===== config.mk =====
export PLATFORM = sky130hd
export DESIGN_NAME = demux8_buf_flat
export DESIGN_NICKNAME = d
export VERILOG_FILES = /design/src/rtl/demux8_buf_if.sv /design/src/rtl/demux8_buf.sv /design/src/flat_wrapper.sv
export SDC_FILE = /design/constraint.sdc
export NUM_CORES = 1
export LEC_CHECK = 0
export CORE_UTILIZATION = 35
export CTS_CLUSTER_SIZE = 28
export DETAILED_ROUTE_END_ITERATION = 12
export HOLD_SLACK_MARGIN = 0.03
export PLACE_DENSITY = 0.65
export REMOVE_ABC_BUFFERS = 1
export SKIP_LAST_GASP = 1
export SLEW_MARGIN = 20
export SYNTH_ARGS = -nofsm -noshare
export SYNTH_HDL_FRONTEND = slang
export SYNTH_SLANG_ARGS = --single-unit
export TNS_END_PERCENT = 10

===== constraint.sdc =====
create_clock -name clk -period 2.1 [get_ports clk]
set_input_delay 0.21 -clock clk [delete_from_list [all_inputs] [get_ports clk]]
set_output_delay 0.21 -clock clk [all_outputs]
set_load 0.02 [all_outputs]

===== src/rtl/demux8_buf_if.sv =====
// Byte-stream handshake bundle for demux8_buf: one input stream, four output channels.
// The bcast wire exists only when DEMUX8_BCAST_EN is defined.
interface demux8_buf_if #(parameter int W = 8);
    logic [W-1:0] din;
    logic [1:0]   s;
    logic         in_valid;
    logic         in_ready;
    logic [W-1:0] y0, y1, y2, y3;
    logic [3:0]   v;
    logic [3:0]   r;
`ifdef DEMUX8_BCAST_EN
    logic         bcast;

    modport master (output din, s, in_valid, r, bcast, input in_ready, y0, y1, y2, y3, v);
    modport slave  (input din, s, in_valid, r, bcast, output in_ready, y0, y1, y2, y3, v);
`else
    modport master (output din, s, in_valid, r, input in_ready, y0, y1, y2, y3, v);
    modport slave  (input din, s, in_valid, r, output in_ready, y0, y1, y2, y3, v);
`endif
endinterface


===== src/rtl/demux8_buf.sv =====
// 1-to-4 byte demultiplexer with a small FIFO per output channel.
// Optional DEMUX8_BCAST_EN adds a bcast input that writes one byte into all four FIFOs.
module demux8_buf_ch #(
    parameter int W     = 8,
    parameter int DEPTH = 2
) (
    input  logic         clk,
    input  logic         rst_n,
    input  logic         push,
    input  logic [W-1:0] din,
    input  logic         pop_req,
    output logic [W-1:0] dout,
    output logic         vld,
    output logic         full
);
    localparam int AW = $clog2(DEPTH);

    logic [DEPTH-1:0][W-1:0] mem_q, mem_d;
    logic [AW-1:0]           wr_q, wr_d, rd_q, rd_d;
    logic [AW:0]             cnt_q, cnt_d;
    logic                    pop;

    assign vld  = (cnt_q != '0);
    assign full = (cnt_q == (AW+1)'(DEPTH));
    assign pop  = pop_req & vld;
    assign dout = vld ? mem_q[rd_q] : '0;

    always_comb begin
        mem_d = mem_q;
        wr_d  = wr_q;
        rd_d  = rd_q;
        if (push) begin
            mem_d[wr_q] = din;
            wr_d        = wr_q + AW'(1);
        end
        if (pop)
            rd_d = rd_q + AW'(1);
        cnt_d = cnt_q + (AW+1)'(push) - (AW+1)'(pop);
    end

    always_ff @(posedge clk) begin
        if (!rst_n) begin
            mem_q <= '0;
            wr_q  <= '0;
            rd_q  <= '0;
            cnt_q <= '0;
        end else begin
            mem_q <= mem_d;
            wr_q  <= wr_d;
            rd_q  <= rd_d;
            cnt_q <= cnt_d;
        end
    end
endmodule

module demux8_buf #(
    parameter int W     = 8,
    parameter int DEPTH = 2
) (
    input  logic        clk,
    input  logic        rst_n,
    demux8_buf_if.slave bus
);
    logic [3:0]        full, vld, push, sel_oh, tgt;
    logic [3:0][W-1:0] y;

    assign sel_oh = 4'b0001 << bus.s;
`ifdef DEMUX8_BCAST_EN
    assign tgt = bus.bcast ? 4'b1111 : sel_oh;
`else
    assign tgt = sel_oh;
`endif
    // Ready only when every targeted channel has room; in_valid and r never feed back here.
    assign bus.in_ready = ~|(full & tgt);
    assign push         = {4{bus.in_valid & bus.in_ready}} & tgt;

    for (genvar i = 0; i < 4; i++) begin : g_ch
        demux8_buf_ch #(.W(W), .DEPTH(DEPTH)) u_ch (
            .clk     (clk),
            .rst_n   (rst_n),
            .push    (push[i]),
            .din     (bus.din),
            .pop_req (bus.r[i]),
            .dout    (y[i]),
            .vld     (vld[i]),
            .full    (full[i])
        );
    end

    assign bus.v  = vld;
    assign bus.y0 = y[0];
    assign bus.y1 = y[1];
    assign bus.y2 = y[2];
    assign bus.y3 = y[3];
endmodule


===== src/flat_wrapper.sv =====
// flat-port wrapper written by rule: the top's interface ports become plain ports
module demux8_buf_flat 
#(
    parameter int W     = 8,
    parameter int DEPTH = 2
)
  (clk, rst_n, bus_din, bus_s, bus_in_valid, bus_r, bus_in_ready, bus_y0, bus_y1, bus_y2, bus_y3, bus_v);
  demux8_buf_if #(.W(W)) bus_i ();
  input  logic clk;
  input  logic rst_n;
  input wire logic [$bits(bus_i.din)-1:0] bus_din;
  input wire logic [$bits(bus_i.s)-1:0] bus_s;
  input wire logic [$bits(bus_i.in_valid)-1:0] bus_in_valid;
  input wire logic [$bits(bus_i.r)-1:0] bus_r;
  output wire logic [$bits(bus_i.in_ready)-1:0] bus_in_ready;
  output wire logic [$bits(bus_i.y0)-1:0] bus_y0;
  output wire logic [$bits(bus_i.y1)-1:0] bus_y1;
  output wire logic [$bits(bus_i.y2)-1:0] bus_y2;
  output wire logic [$bits(bus_i.y3)-1:0] bus_y3;
  output wire logic [$bits(bus_i.v)-1:0] bus_v;
  assign bus_i.din = bus_din;
  assign bus_i.s = bus_s;
  assign bus_i.in_valid = bus_in_valid;
  assign bus_i.r = bus_r;
  assign bus_in_ready = bus_i.in_ready;
  assign bus_y0 = bus_i.y0;
  assign bus_y1 = bus_i.y1;
  assign bus_y2 = bus_i.y2;
  assign bus_y3 = bus_i.y3;
  assign bus_v = bus_i.v;
  demux8_buf #(.W(W), .DEPTH(DEPTH)) u_core (.clk(clk), .rst_n(rst_n), .bus(bus_i));
endmodule

### Word-level counts from Yosys, hierarchy flattened

Cells that the tools add are included.

* divide/modulo/power cells: 0
* bitwise gates (word level): 7
* magnitude comparators: 12
* multiplexer cells: 24
* $mul: 0
* equal/unequal tests: 4
* reductions and logical operators: 10
* shift operators: 1
* add/subtract/negate cells: 16

Operators with widths (number)
* $mux W8: 16
* $bwmux W16: 4
* $demux W8 S1: 4
* $lt A1 B2 Y1 const B: 8
* $add A1 B1 Y1 const B: 8
* $add A2 B1 Y2: 4
* $and A4 B4 Y4: 2
* $eq A2 B2 Y1 const B: 4
* $reduce_bool A2 Y1: 4
* $sub A2 B1 Y2: 4
* $and A1 B1 Y1: 5
* $ge A1 B1 Y1 const B: 4
* $logic_and A1 B1 Y1: 4
* $reduce_or A4 Y1: 1
* $shl A1 B2 Y4 const A: 1
* $logic_not A1 Y1: 1

* bits of input ports: 17
* latch bits: 0
* bits in read-only memories: 0
* output and inout port bits: 37
* RAM bits: 0
* memories: 0
* register bits: 80

### Logic depth before layout (Yosys ltp)

Gate-level depths: netlist (run 1).

* depth in word-level cells: 8
* gate-level depth with buffers: 9
* depth with buffers taken out: 8

### Modules after synthesis

A second synthesis (run 1) with hierarchy kept.

* cells, all modules: 455
* area total of the unflattened synthesis: 3900.0 um2

Modules (own cells, without submodules)
* demux8_buf_ch: area each 959.7 um2, times used 4, cells an instance 112
* demux8_buf: area each 61.3 um2, times used 1, cells an instance 7

### Worst setup path before layout (run 1)

No wires, ideal clock.

* path type: register to register
* start: reg u_core.g_ch[3].u_ch.cnt_q[1]
* end: reg u_core.g_ch[3].u_ch.cnt_q[1]
* path buffers: 0
* setup slack: 0.327 ns
* period minus slack after synthesis: 1.773 ns
* data arrival time: 1.659 ns
* library setup time: 0.115 ns
* required time: 1.985 ns
* stages on the path, launching flop included: 9
* path through: dfxtp_1 -> nor2b_1 -> or3_1 -> ha_1 -> inv_1 -> ha_1 -> xnor2_1 -> xnor2_1 -> and2_1

* word-level cells in the longest chain between the ends: 8
* elaborated cells between the ends (all ways): 10

Ends and longest elaborated chain
* start, declared: line demux8_buf.sv:20 `logic [AW:0] cnt_q, cnt_d;`
* start signal, assigned: line demux8_buf.sv:51 `cnt_q <= cnt_d;`
* $eq A2 B2 Y1: line demux8_buf.sv:24 `assign full = (cnt_q == (AW+1)'(DEPTH));`
* $and A4 B4 Y4: line demux8_buf.sv:74 `assign bus.in_ready = ~|(full & tgt);`
* $reduce_or A4 Y1: line demux8_buf.sv:74
* $logic_not A1 Y1: line demux8_buf.sv:74
* $and A1 B1 Y1: line demux8_buf.sv:75 `assign push = {4{bus.in_valid & bus.in_ready}} & tgt;`
* $and A4 B4 Y4: line demux8_buf.sv:75
* $add A2 B1 Y2: line demux8_buf.sv:38 `cnt_d = cnt_q + (AW+1)'(push) - (AW+1)'(pop);`
* $sub A2 B1 Y2 (*): line demux8_buf.sv:38

Mark *: on every way between the ends. The rest lies on a longest branch, timed or not.
A chain may end at the register's enable or synchronous reset.

### Worst setup path in the final report (run 1)

* start: reg u_core.g_ch[0].u_ch.rd_q
* end: out bus_y0[4]

* word-level cells in the longest chain between the ends: 3

Ends and longest elaborated chain
* start, declared: line demux8_buf.sv:19 `logic [AW-1:0] wr_q, wr_d, rd_q, rd_d;`
* start signal, assigned: line demux8_buf.sv:50 `rd_q <= rd_d;`
* $mux W8 (not written as such) (2 in a row): line demux8_buf.sv:26 `assign dout = vld ? mem_q[rd_q] : '0;`
* $mux W8: line demux8_buf.sv:26
* end, declared: line flat_wrapper.sv:16 `output wire logic [$bits(bus_i.y0)-1:0] bus_y0;`

No other way between the ends. The select of a mux whose other input is x is not followed.

==> flow_summary.toml, run 1 <==
[run]
maxCapViolCount = 0

[clock_tree]
cts.sinks = 80
clockBufferDepth = 2
post_cts_buffers = 0
clk_pin_slew_ps = 80
clock_latency_ps = 340
cts_hold_buf = 0
cts_inserted_buffers = 9
root_buffer = "clkbuf_8"
cts_tree = "done"
cts_max_level = 3

[floorplan]
io-pin-count = 54
die_area_mm2 = 0.01102
chipWidth_um = 105.0
floorplan.initialDensity_pct = 35.96
core_mm2 = 0.01032
rows = 37
fp.dieH_um = 105.0

[drt]
wire_per_inst_um = 14.21
drt-pass1-iter-count = 4
ant_nets = 0
routed_wl_um = 8412
vias = 2777
drc = 0
drt_iter0_markers = 52
vias_per_cell = 4.691

[logic_synthesis]
yosysTopAreaCell = "dfxtp_1"
avgSynthCellArea_um2 = 9.543
synth_cell_type_count = 28
synth_top_area_share_pct = 43.14
synth_area_leaders = "dfxtp_1, mux2i_1, nand2_1"
synth-seq-area-share_pct = 43.14
ys_ff_latch = 80
synth.yosys.warnings = 0
netlist_instances = 389
netlist_area_mm2 = 0.003712

[power_and_ir_drop]
leakage_nw = 1.895
total_power_mw = 4.026
p_seq_share_pct = 42.6
peakVddDrop_v = 0.0004134
clockPowerShare_pct = 31.0
intPower_mw = 2.821
p_switching_mw = 1.205
powerDensity_mw_per_mm2 = 859.7
switching_share_pct = 29.94
p_comb_share_pct = 26.4

[layout]
final_core_utilization_pct = 45.36
antenna_cells = 0
drive_gt1_share_pct = 10.75
fin_area_mm2 = 0.004683
syn_to_final_growth_pct = 26.15
nNetsFinal = 476
multiInputGateArea_mm2 = 0.001933
fill_cells = 999
final_common_cell = "mux2i_1"
seq_area_mm2 = 0.001602
instances_no_fill = 592
final_cell_mix = "mux2i_1, dfxtp_1, nand2_1"

[setup_path]
startpoint_type = "flop"
slowest_stage = "clkdlybuf4s50_1"
r2r-start = "u_core.g_ch[1].u_ch.cnt_q[1]"
critPathMaxStageDelay_ps = 550
critPathKind = "flop to primary output"
crit_path_end_kind = "primary output"
crit_start = "u_core.g_ch[0].u_ch.rd_q"
crit_arrival_ps = 1850
critPathRequiredTime_ps = 1890
crit_fanout = 5
r2r_cells = 8
crit_path_cell_trace = "buf_4, mux2i_1, nor2_1, clkdlybuf4s50_1"

[grt]
grt_util_all_layers_pct = 15.62
antenna_found_initial = 0
grt_pass1_wl_um = 13240
grt.overflow.total = 0
grt_pass1_vias = 2664
grt_max_degree = 31

[min_path]
hold_path_class = "input pin to flop"
hp-start = "rst_n"
hold_depth = 3

[sta]
hold_viol = 0
holdWs_ps = 331.5
rsz0062_at_grt = "true"
worst_pin_slew_ps = 445.8
tns_ps = 0
finalMaxSlewViolations = 0
skew_ps = 8.476
finalSetupViolCount = 0
finalCriticalPeriod_ps = 2061
setup_ws_ps = 38.80
max_freq_mhz = 485.2
slew-limit-headroom_pct = 70.22
fin_crit_sh_pct = 98.15

[placement]
placed_cells = 576
portBuffers = 53
gp_congestion = 0.7263
dpl-instance-area_mm2 = 0.004456
post-dp-hpwl_um = 5857
place_ws_ps = -187.6

[run_status]
outcome = "finished clean"
## routing by layer
metal | GRT usage (%) | wire [µm]
met1 | 21.83 | 4220
met4 | 5.433 | 113
met2 | 24.31 | 3849
met5 | 0 | 0
met3 | 2.495 | 228
## kinds of logic after synthesis
group           count (synthesis)  synth area share, %
compound gates                 12                2.191
xor+xnor                       12                2.831
fa+ha+maj                       8                2.696
buf+inv                        40                5.325
flops                          80                43.14
mux                            97                26.59
simple gates                  140                17.22
## timing repair
item | in CTS | in global routing
gates cloned | 0 | 0
endpoints found under the setup margin | 27 | 23
resized for setup | 2 | 2
endpoints found under the hold margin | 0 | 0
## power by group through the flow
stage / Sequential (mW) / Clock (mW) / Combinational (mW)
CTS: 1.71 / 1.27 / 1.08
detailed placement: 1.75 / 0 / 1.08
floorplan: 1.80 / 0 / 0.597
global placement: 1.74 / 0 / 1.05
global route: 1.73 / 1.35 / 1.16
finish: 1.71 / 1.25 / 1.06
## synth_stat cells
cell type  instances
a21boi_1           2
or3_1              4
o31ai_1            3
buf_6              3
o31a_1             1
mux2i_1           96
buf_1              1
a21boi_0           1
or4b_4             1
buf_2              2
or4_1              3
buf_4              6
mux4_1             1
xnor2_1           12
nand2b_4           1
nor4b_1            1
nand2_1           75
nor3_4             2
nor2_1            36
nor4_1             1
inv_1             14
o21ai_0            4
nor2b_1            4
o21a_1             1
dfxtp_1           80
and2_1            12
ha_1               8
clkbuf_1          14
## registers in the layout, indices dropped and copies added (netlist names)
register / count
u_core.g_ch.u_ch.mem_q: 64
u_core.g_ch.u_ch.rd_q: 4
u_core.g_ch.u_ch.wr_q: 4
u_core.g_ch.u_ch.cnt_q: 8
## worst max-delay path: cells and delay by family (launching register included)
kind | cells | cell delay (ps)
buffers and inverters | 2 | 770
DFF | 1 | 470
and+or+nand+nor | 1 | 60
muxes | 1 | 190
## worst paths after layout
check,to,slack (ps)
worst min register to register,u_core.g_ch[2].u_ch.mem_q[13],460
worst min-delay path,u_core.g_ch[0].u_ch.mem_q[13],330
worst max register to register,u_core.g_ch[1].u_ch.cnt_q[1],210
worst max-delay path,bus_y0[4],40
## final cells by class
cell class | instances | share of cell area (%)
clock inverters | 5 | 1.710
inverters | 14 | 1.122
multi-input cells | 269 | 41.28
well taps | 136 | 3.633
flip-flops and latches | 80 | 34.20
clock buffers | 11 | 3.019
repair buffers | 77 | 15.04
(Power assumes the default switching activity.)
==> run 2: changes to the inputs <==
- REMOVE_ABC_BUFFERS: 1 -> default
==> run 2 against run 1 <==
  * Core utilization decreased by 0.32 points
  * Clock skew down 1.1 ps
  * Clock power down 7%
  * Final cell count fell by 0.51%
  * Sequential share of layout area increased by 0.24 points
  * Highest routed layer unchanged
==> flow_summary.toml, run 2 (same netlist as run 1, synthesis figures left out) <==
[setup_path]
crit_path_end_kind = "primary output"
critPathKind = "flop to primary output"
critPathRequiredTime_ps = 1890
r2r-start = "u_core.g_ch[3].u_ch.cnt_q[1]"
r2r_cells = 8
startpoint_type = "flop"
r2r_slack_ps = 220
crit_fanout = 9
reg2reg_to = "u_core.g_ch[3].u_ch.cnt_q[1]"
crit_arrival_ps = 1880

[power_and_ir_drop]
p_comb_share_pct = 27.1
switching_share_pct = 31.51
p_seq_share_pct = 43.5
powerDensity_mw_per_mm2 = 847.0
clockPowerShare_pct = 29.4
peakVddDrop_v = 0.0003299
intPower_mw = 2.698
p_switching_mw = 1.241
leakage_nw = 1.880

[layout]
drive_gt1_share_pct = 10.15
largest_reg_flops = 64
syn_to_final_growth_pct = 25.28
largest_register = "u_core.g_ch.u_ch.mem_q"
final_common_cell = "mux2i_1"
largestRegisters = "u_core.g_ch.u_ch.mem_q: 64 flops, u_core.g_ch.u_ch.cnt_q: 8 flops"
instances_no_fill = 589
fill_cells = 1004
antenna_cells = 0
nNetsFinal = 473
final_cell_mix = "mux2i_1, dfxtp_1, nand2_1"

[min_path]
hold_depth = 3
hold_path_class = "input pin to flop"
whs_endpoint = "u_core.g_ch[0].u_ch.mem_q[3]"
hp-start = "rst_n"

[floorplan]
fp.dieH_um = 105.0
chipWidth_um = 105.0
core_mm2 = 0.01032
die_area_mm2 = 0.01102
rows = 37
io-pin-count = 54
floorplan.initialDensity_pct = 35.96

[grt]
grt.overflow.total = 0
grt_pass1_vias = 2816
grt_pass1_wl_um = 13610
antenna_found_initial = 0
grt_max_degree = 43
grt_util_all_layers_pct = 15.76

[clock_tree]
clk_pin_slew_ps = 90
clock_latency_ps = 350
cts.sinks = 80
cts_max_level = 3
post_cts_buffers = 0
root_buffer = "clkbuf_8"
cts_inserted_buffers = 9
cts_hold_buf = 0
clockBufferDepth = 2
cts_tree = "done"

[sta]
holdWs_ps = 340.4
finalCriticalPeriod_ps = 2093
skew_ps = 7.380
hold_viol = 0
max_freq_mhz = 477.8
worst_pin_slew_ps = 597.6
slew-limit-headroom_pct = 60.01
finalMaxSlewViolations = 0
finalSetupViolCount = 0
fin_crit_sh_pct = 99.66
rsz0062_at_grt = "true"

[drt]
drt-pass1-iter-count = 5
wire_per_inst_um = 13.69
vias = 2775
ant_nets = 0
vias_per_cell = 4.711
drc = 0
drt_iter0_markers = 90
routed_wl_um = 8061

[placement]
gp_congestion = 0.7151
portBuffers = 53
post-dp-hpwl_um = 5738
placed_cells = 573

[run]
maxCapViolCount = 0

[run_status]
outcome = "finished clean"

[logic_synthesis]
synth.net_count = 414
run 2: through the flow:
step / setup TNS [ps] / worst slack, ps / area (µm²) / utilization [%] / total power [mW]
final: 0 / 7.077 / 4651 / 45.05 / 3.939
after global routing: -2337 / -168.9 / 4651 / 45.05 / 4.157
after CTS: -595.9 / -90.58 / 4648 / 45.02 / 3.982
after detailed placement: -649.2 / -161.9 / 4446 / 43.06 / 2.826
after global placement: -437.1 / -108.2 / 4446 / 43.06 / 2.805
after floorplan: 0 / 326.5 / 3712 / - / 2.487
run 2: layout make-up:
cell class                      instances  area [µm²]  area share (%)
Inverter                               14       52.55           1.130
Clock buffer                            9       123.9           2.663
Sequential cell                        80        1602           34.44
Multi-Input combinational cell        269        1931           41.51
Clock inverter                          7       77.57           1.668
Timing Repair Buffer                   74       694.4           14.93
Tap cell                              136       170.2           3.659
run 2: critical path, stage by stage (launching register included):
cell	delay [ps]
dfxtp_1	340
nor2_1	480
nor2_1	140
clkdlybuf4s50_1	570
run 2: worst max path at each step:
stage | startpoint | end | slack, ps | cells past startpoint
floorplan | u_core.g_ch[3].u_ch.cnt_q[1] | u_core.g_ch[3].u_ch.cnt_q[1] | 330 | 8
global placement | bus_s[0] | u_core.g_ch[2].u_ch.cnt_q[1] | -110 | 9
detailed placement | bus_s[0] | u_core.g_ch[2].u_ch.cnt_q[1] | -160 | 9
CTS | u_core.g_ch[2].u_ch.cnt_q[1] | bus_y2[5] | -90 | 3
global route | u_core.g_ch[1].u_ch.cnt_q[1] | bus_y1[0] | -170 | 3
finish | u_core.g_ch[3].u_ch.cnt_q[1] | bus_y3[7] | 7 | 3
run 2: power by group through the flow:
stage | clock network [mW] | logic, mW | registers (mW)
final | 1.16 | 1.07 | 1.71
after global routing | 1.25 | 1.17 | 1.73
after CTS | 1.19 | 1.08 | 1.71
after detailed placement | 0 | 1.08 | 1.75
after global placement | 0 | 1.06 | 1.74
after floorplan | 0 | 0.772 | 1.71
run 2: timing repair:
item                                    4_1_cts  5_1_grt
gates resized for setup                       2        1
endpoints found under the setup margin       29       28
pin swaps                                     0        0
run 2: metal layers:
metal | routed length (µm) | vias to the layer above | global-route usage (%)
met5 | 0 | - | 0
met4 | 233 | 0 | 7.746
met1 | 3569 | 1301 | 17.62
li1 | - | 1404 | -
met2 | 3958 | 52 | 28.00
met3 | 300 | 18 | 3.618
